## config.mk

```make
export PLATFORM = sky130hd
export DESIGN_NAME = wb_cmd_master
export DESIGN_NICKNAME = d
export VERILOG_FILES = /design/src/rtl/wb_cmd_master.sv
export SDC_FILE = /design/constraint.sdc
export NUM_CORES = 1
export LEC_CHECK = 0
export ABC_AREA = 1
export BUFFER_PORTS_ARGS = -buffer_cell sky130_fd_sc_hd__buf_2
export CAP_MARGIN = 25
export CORE_UTILIZATION = 40
export DETAILED_ROUTE_END_ITERATION = 8
export GPL_TIMING_DRIVEN = 0
export PLACE_DENSITY = 0.73
export REMOVE_ABC_BUFFERS = 1
export SLEW_MARGIN = 30
export SYNTH_ARGS = -nofsm -noshare
export SYNTH_HDL_FRONTEND = slang
export SYNTH_SLANG_ARGS = --single-unit
```

## constraint.sdc

```tcl
create_clock -name wb_clk -period 2.8 [get_ports wb_clk]
set_input_delay 0.56 -clock wb_clk [delete_from_list [all_inputs] [get_ports wb_clk]]
set_output_delay 0.56 -clock wb_clk [all_outputs]
set_load 0.02 [all_outputs]
```

## src/rtl/wb_cmd_master.sv

```systemverilog
// ---------------------------------------------------------------------------
// wb_cmd_master
//
// Wishbone classic single-transfer master. Takes one read or write command
// at a time from a valid/ready local port and runs one classic cycle on the
// bus. It handles err/rty/ack responses (priority err > rty > ack), a bounded
// number of retries and a no-response timeout. It reports completion with a
// one-cycle rsp_valid_o pulse and a status code.
//
// Ports
//   wb_clk, wb_rst        clock (rising edge) and asynchronous active-low reset
//   cmd_valid_i/ready_o   command handshake; accept on valid & ready at an edge
//   cmd_we_i/adr_i/dat_i/sel_i  command fields (write flag, address, data, lanes)
//   rsp_valid_o           one-cycle completion pulse
//   rsp_dat_o             read data, updated only by an acked read
//   rsp_status_o          00 ok, 01 err, 10 retry exhausted, 11 timeout
//   wb_adr_o/dat_o/sel_o/we_o  registered copies of the accepted command
//   wb_cyc_o, wb_stb_o    bus cycle / strobe, always equal
//   wb_cti_o, wb_bte_o    tied to classic cycle / linear burst
//   wb_dat_i, wb_ack_i, wb_err_i, wb_rty_i  slave response
// ---------------------------------------------------------------------------
module wb_cmd_master #(
    parameter int dw        = 32,
    parameter int aw        = 32,
    parameter int TIMEOUT   = 16,
    parameter int MAX_RETRY = 3
) (
    input  logic            wb_clk,
    input  logic            wb_rst,
    input  logic            cmd_valid_i,
    output logic            cmd_ready_o,
    input  logic            cmd_we_i,
    input  logic [aw-1:0]   cmd_adr_i,
    input  logic [dw-1:0]   cmd_dat_i,
    input  logic [dw/8-1:0] cmd_sel_i,
    output logic            rsp_valid_o,
    output logic [dw-1:0]   rsp_dat_o,
    output logic [1:0]      rsp_status_o,
    output logic [aw-1:0]   wb_adr_o,
    output logic [dw-1:0]   wb_dat_o,
    output logic [dw/8-1:0] wb_sel_o,
    output logic            wb_we_o,
    output logic            wb_cyc_o,
    output logic            wb_stb_o,
    output logic [2:0]      wb_cti_o,
    output logic [1:0]      wb_bte_o,
    input  logic [dw-1:0]   wb_dat_i,
    input  logic            wb_ack_i,
    input  logic            wb_err_i,
    input  logic            wb_rty_i
);

    localparam int          SW         = dw / 8;
    localparam logic [15:0] TO_LAST    = 16'(TIMEOUT - 1);
    localparam logic [3:0]  RETRY_LAST = 4'(MAX_RETRY);

    localparam logic [1:0] ST_OK      = 2'b00;
    localparam logic [1:0] ST_ERR     = 2'b01;
    localparam logic [1:0] ST_RETRY   = 2'b10;
    localparam logic [1:0] ST_TIMEOUT = 2'b11;

    typedef enum logic [1:0] {
        S_IDLE       = 2'd0,
        S_BUS        = 2'd1,
        S_RETRY_WAIT = 2'd2
    } state_t;

    state_t          r_state;
    state_t          w_state_next;

    logic            r_cmd_ready;
    logic            r_cyc;
    logic            r_rsp_valid;
    logic [dw-1:0]   r_rsp_dat;
    logic [1:0]      r_rsp_status;
    logic [aw-1:0]   r_adr;
    logic [dw-1:0]   r_dat;
    logic [SW-1:0]   r_sel;
    logic            r_we;
    logic [15:0]     r_to_cnt;
    logic [3:0]      r_retry_cnt;

    logic            w_accept;
    logic            w_done;
    logic [1:0]      w_status_next;
    logic            w_capture;
    logic            w_retry_inc;
    logic            w_to_clr;
    logic            w_to_inc;

    // Next-state and per-edge control decisions.
    always_comb begin
        w_state_next  = r_state;
        w_accept      = 1'b0;
        w_done        = 1'b0;
        w_status_next = r_rsp_status;
        w_capture     = 1'b0;
        w_retry_inc   = 1'b0;
        w_to_clr      = 1'b0;
        w_to_inc      = 1'b0;

        case (r_state)
            S_IDLE: begin
                // r_cmd_ready is low in IDLE only for the reset-release cycle.
                if (cmd_valid_i && r_cmd_ready) begin
                    w_accept     = 1'b1;
                    w_state_next = S_BUS;
                end
            end

            S_BUS: begin
                if (wb_err_i) begin
                    w_done        = 1'b1;
                    w_status_next = ST_ERR;
                    w_state_next  = S_IDLE;
                end else if (wb_rty_i) begin
                    if (r_retry_cnt == RETRY_LAST) begin
                        w_done        = 1'b1;
                        w_status_next = ST_RETRY;
                        w_state_next  = S_IDLE;
                    end else begin
                        w_retry_inc  = 1'b1;
                        w_to_clr     = 1'b1;
                        w_state_next = S_RETRY_WAIT;
                    end
                end else if (wb_ack_i) begin
                    w_done        = 1'b1;
                    w_status_next = ST_OK;
                    w_capture     = ~r_we;
                    w_state_next  = S_IDLE;
                end else if (r_to_cnt == TO_LAST) begin
                    w_done        = 1'b1;
                    w_status_next = ST_TIMEOUT;
                    w_state_next  = S_IDLE;
                end else begin
                    w_to_inc = 1'b1;
                end
            end

            S_RETRY_WAIT: begin
                w_state_next = S_BUS;
            end

            default: begin
                w_state_next = S_IDLE;
            end
        endcase
    end

    // State register and all registered outputs. cyc/stb and ready are
    // derived from the next state so they change on the same edge as it.
    always_ff @(posedge wb_clk or negedge wb_rst) begin
        if (!wb_rst) begin
            r_state      <= S_IDLE;
            r_cmd_ready  <= 1'b0;
            r_cyc        <= 1'b0;
            r_rsp_valid  <= 1'b0;
            r_rsp_dat    <= '0;
            r_rsp_status <= ST_OK;
            r_adr        <= '0;
            r_dat        <= '0;
            r_sel        <= '0;
            r_we         <= 1'b0;
            r_to_cnt     <= '0;
            r_retry_cnt  <= '0;
        end else begin
            r_state     <= w_state_next;
            r_cmd_ready <= (w_state_next == S_IDLE);
            r_cyc       <= (w_state_next == S_BUS);
            r_rsp_valid <= w_done;

            if (w_done) begin
                r_rsp_status <= w_status_next;
            end
            if (w_capture) begin
                r_rsp_dat <= wb_dat_i;
            end

            if (w_accept) begin
                r_adr       <= cmd_adr_i;
                r_dat       <= cmd_dat_i;
                r_sel       <= cmd_sel_i;
                r_we        <= cmd_we_i;
                r_to_cnt    <= '0;
                r_retry_cnt <= '0;
            end else begin
                if (w_to_clr) begin
                    r_to_cnt <= '0;
                end else if (w_to_inc) begin
                    r_to_cnt <= r_to_cnt + 16'd1;
                end
                if (w_retry_inc) begin
                    r_retry_cnt <= r_retry_cnt + 4'd1;
                end
            end
        end
    end

    assign cmd_ready_o  = r_cmd_ready;
    assign rsp_valid_o  = r_rsp_valid;
    assign rsp_dat_o    = r_rsp_dat;
    assign rsp_status_o = r_rsp_status;
    assign wb_adr_o     = r_adr;
    assign wb_dat_o     = r_dat;
    assign wb_sel_o     = r_sel;
    assign wb_we_o      = r_we;
    assign wb_cyc_o     = r_cyc;
    assign wb_stb_o     = r_cyc;
    assign wb_cti_o     = 3'b000;
    assign wb_bte_o     = 2'b00;

endmodule
```

Yosys cells after proc, flatten, opt, wreduce, memory -nomap -nowiden. Cells that the tools add are included.

Register bits after elaboration: 128. Logic and storage cells: 66.

Add/subtract/negate cells: 2. Equality and inequality tests: 6. Mux-type cells: 38. Bitwise gates (word level): 1. Reductions and logical operators: 7.

Operator list (number): $mux 16 (3); $mux 2 (11); $mux 1 (21); $add 16x1->16 const B (1); $eq 16x4->1 const B (1); $mux 4 (2); $pmux 2 s3 (1); $add 4x1->4 const B (1); $eq 2x1->1 const B (2); $eq 4x2->1 const B (1); $logic_not 2->1 (2); $reduce_and 4->1 (1); $reduce_bool 4->1 (1); $ne 3x2->1 const B (1); $reduce_bool 3->1 (1); $eq 2x2->1 const B (1); $reduce_bool 2->1 (1); $logic_and 1x1->1 (1); $not 1->1 (1).

Logic depth before layout (Yosys ltp).
Depth in word-level cells: 9. Mapped depth: 12. Mapped depth without buffers: 11.

Least setup slack after synthesis. Ideal clock, no wire load.

Path kind: in2reg. Start point: in wb_err_i. End point: reg r_rsp_dat[1] (netlist: rsp_dat_o[1]). Library setup time: 0.125 ns. Arrival: 1.446 ns. Data required time: 2.675 ns. Setup slack: 1.229 ns. Cell stages on the path: 6. Cells stage by stage: inv_1 nand2_2 inv_2 nand2_1 buf_2 mux2_2.

Longest elaborated chain between the ends: 2.

RTL lines: start, declared (line 49) `input logic wb_err_i,`; $mux 1 (line 112) `if (wb_err_i) begin`; $mux 1 (line 102) `case (r_state)`; end signal, assigned (line 176) `r_rsp_dat <= wb_dat_i;`; end, declared (line 74) `logic [dw-1:0] r_rsp_dat;`.

No other way between the ends. A chain may end at the register's enable or synchronous reset.

Final worst setup path.
Start point: reg r_retry_cnt[0]. End point: reg r_to_cnt[13].

Longest elaborated chain between the ends: 7. Elaborated cells on any way between the ends: 8.

RTL lines: start, declared (line 81) `logic [3:0] r_retry_cnt;`; start signal, assigned (line 193) `r_retry_cnt <= r_retry_cnt + 4'd1;`; $eq 4x2->1 * (line 117) `if (r_retry_cnt == RETRY_LAST) begin`; $mux 1 * (line 117); $mux 1 * (line 116) `end else if (wb_rty_i) begin`; $mux 1 * (line 112); $mux 1 * (line 102); $mux 16 (line 187) `if (w_to_clr) begin`; $mux 16 (line 179) `if (w_accept) begin`; end signal, assigned (line 190) `r_to_cnt <= r_to_cnt + 16'd1;`; end, declared (line 80) `logic [15:0] r_to_cnt;`.

Mark *: on every way between the ends. The rest lies on a longest branch, timed or not.

==> results.sh <==
export IMPL_min_path_type="in2async"
export IMPL_place_ws_ns=0.604
export IMPL_status="finished, final reports clean"
export IMPL_grt_pass1_vias=4384
export IMPL_htree_levels=4
export IMPL_async_flop_share=1.00
export IMPL_drt_total_wl_um=13000
export IMPL_cts_path_max_buffers=2
export IMPL_crit_chain="ha_1 > nand3_1 > nand2_1 > nor2_4 > inv_2 > nand2_1 > inv_2 > nand2_2 > inv_6 > nand2_1 > nand2_1"
export IMPL_crit_type="reg2reg"
export IMPL_layout_nets=928
export IMPL_yosysMostFrequentCell="nand2_1"
export IMPL_crit_top_cell="nand2_1"
export IMPL_numCtsBuffers=17
export IMPL_dpl_cell_area_sq_mm=0.00671
export IMPL_cts_hold_buffers=0
export IMPL_tightest_slew_ns=0.778
export IMPL_routed_via_density=4.61
export IMPL_max_cap_violations=0
export IMPL_hpwl_um=9180
export IMPL_coreArea_sq_mm=0.0132
export IMPL_ys_types=29
export IMPL_met2WireLength_um=6370
export IMPL_finalCritPeriodShare=0.737
export IMPL_clock_sinks=128
export IMPL_grt_start_max_net_pins=78
export IMPL_ys_top_cells_by_area="dfrtp_1 (59%), nand2_1 (19%), mux2_2 (6.0%)"
export IMPL_grt_pass1_wl_um=21500
export IMPL_die_area_sq_mm=0.0141
export IMPL_ys_seq_area_frac=0.588
export IMPL_vias=4644
export IMPL_insertion_delay_ns=0.42
export IMPL_overflow=0
export IMPL_layout_drive_gt1_share=0.359
export IMPL_rsz0062_at_grt="false"
export IMPL_drt_iter0_markers=229
export IMPL_cts_tree="built"
export IMPL_postCtsSetupBuffers=0
export IMPL_p_int_mw=4.99
export IMPL_wl_met1_um=5560
export IMPL_p_leak_nw=4.00
export IMPL_die_w_um=119
export IMPL_worst_path_max_fanout=20
export IMPL_io_pins=219
export IMPL_finalPower_mw=8.41
export IMPL_fin_ws_ns=0.735
export IMPL_syn_cell_area_sq_mm=0.00545
export IMPL_drc=0
export IMPL_clkPwrFrac=0.241
export IMPL_path_clk_slew_ns=0.06
export IMPL_setup_tns_ns=0
export IMPL_first_pass_iters=4
export IMPL_finish_utilization=0.548
export IMPL_cts_root_buffer="clkbuf_16"
export IMPL_r2r_cells=11
export IMPL_p_seq_frac=0.366
export IMPL_grt_usage=0.194
export IMPL_arrival_ns=2.36
export IMPL_ys_seq_elements=128
export IMPL_slowest_stage="dfrtp_1"
export IMPL_cpPeakStageDelay_ns=0.39
export IMPL_wl_met3_um=760
export IMPL_die_y_um=119
export IMPL_finalCriticalPeriod_ns=2.06
export IMPL_fmax_ghz=0.484
export IMPL_syn_to_final_growth_pct=33.2
export IMPL_std_cell_rows=42
export IMPL_required_ns=3.09
export IMPL_cts_resized=0
export IMPL_vdd_ir_drop_worst_uv=557
export IMPL_gp_routability_congestion=0.771
export IMPL_setup_viol_count_final=0
export IMPL_finalClockSkew_ns=0.0150
export IMPL_slew_headroom=0.482
export IMPL_netlist_instances=603
export IMPL_yosys_warnings=0
export IMPL_start_util=0.412
export IMPL_io_buffer_count=213
export IMPL_synth_top_area_cell="dfrtp_1"
export IMPL_synth_edff_count=0
export IMPL_slew_viol_final=0
export IMPL_synth_top_area_share=0.588
export IMPL_synth_common_cells="nand2_1 (282), dfrtp_1 (128), nor2_1 (34)"
export IMPL_drtAntennaViolNets=0
export IMPL_power_frac_comb=0.393
export IMPL_diodes=0
export IMPL_ys_flop_type="dfrtp_1"
export IMPL_timing_critical_path_from_type="register"
export IMPL_drt_wirelength_per_cell_um=12.9
export IMPL_crit_path_end_kind="register"
export IMPL_avgSynthCellArea_sq_um=9.04
export IMPL_hold_viol=0
export IMPL_p_switching_mw=3.42
export IMPL_powerDensity_mw_per_mm2=1160
export IMPL_final_cell_area_sq_mm=0.00726
export IMPL_antenna_found_initial=1
export IMPL_maxUsedRoutingLayer="met5"
export IMPL_p_sw_frac=0.406
==> cell families after synthesis <==
kind of cell / count (synthesis) / share of synthesized area
multiplexers: 32 / 0.0661
adder cells (fa/ha/maj): 2 / 0.00459
AO/OA/AOI/OAI: 20 / 0.0202
other: 1 / 0.000688
AND/OR/NAND/NOR: 361 / 0.268
flip-flops: 128 / 0.588
buffers and inverters: 56 / 0.0480
XOR/XNOR: 3 / 0.00482
==> placed cells by master (no fill, tap or decap), drive strengths merged <==
cell and instances:
a21oi 3, buf 221, clkbuf 21, clkinv 5
clkinvlp 2, conb 5, dfrtp 128, ha 2
inv 32, mux2 32, nand2 286, nand3 21
nand4 8, nor2 38, nor3 7, nor4 1
o211ai 2, o21a 1, o21ai 13, o21bai 1
xor2 3
==> worst paths after layout <==
kind	from	end	slack, ns
max reg2reg	r_retry_cnt[0]	r_to_cnt[13]	0.74
max in group asynchronous	wb_rst	r_to_cnt[5]	2.05
max	r_retry_cnt[0]	r_to_cnt[13]	0.74
min reg2reg	rsp_status_o[1]	rsp_status_o[1]	0.46
min	wb_rst	wb_adr_o[2]	0.07
min in group wb_clk	cmd_sel_i[2]	wb_sel_o[2]	0.33
==> critical path: cells and delay by family, from the launching register on <==
family                     cells  cell delay [ns]
buffers and inverters          3             0.24
adders and majority gates      1             0.22
and+or+nand+nor                7             1.08
DFF                            1             0.39
==> area by class of cell <==
type	instances	area [sq um]
clock buffers	21	470
clock inverters	11	78.8
fillers	1247	5980
inverters	28	113
multi-input cells	423	2000
flip-flops and latches	128	3200
well taps	176	220
repair buffers	221	1170
==> flip-flops by register name (all words and copies together), names as in the netlist <==
register,count
wb_dat_o,32
wb_cyc_o,1
rsp_valid_o,1
wb_sel_o,4
wb_we_o,1
r_to_cnt,16
r_retry_cnt,4
r_state,2
wb_adr_o,32
cmd_ready_o,1
rsp_status_o,2
rsp_dat_o,32
==> power groups by stage <==
| stage | Sequential (mW) | Clock [mW] | Combinational [mW] |
|---|---|---|---|
| 2_1_floorplan | 4.00 | 0 | 1.14 |
| 3_3_place_gp | 3.06 | 0 | 3.27 |
| 3_5_place_dp | 3.07 | 0 | 3.35 |
| 4_1_cts | 3.08 | 2.07 | 3.36 |
| 5_1_grt | 3.18 | 2.14 | 3.61 |
| 6_report | 3.08 | 2.03 | 3.31 |
==> per-stage QoR <==
step	hold slack (ns)	cells
global route	0.0935	1008
detailed placement	0.454	976
CTS	0.0767	1008
finish	0.0722	1008
global placement	0.453	968
floorplan	0.264	579
==> layer usage <==
layer,global-route usage,up-vias
met1,0.238,2165
met2,0.311,141
met5,0,-
li1,-,2308
met4,0.0989,2
met3,0.0560,28
Note: power is estimated with default switching activity, not from simulation.
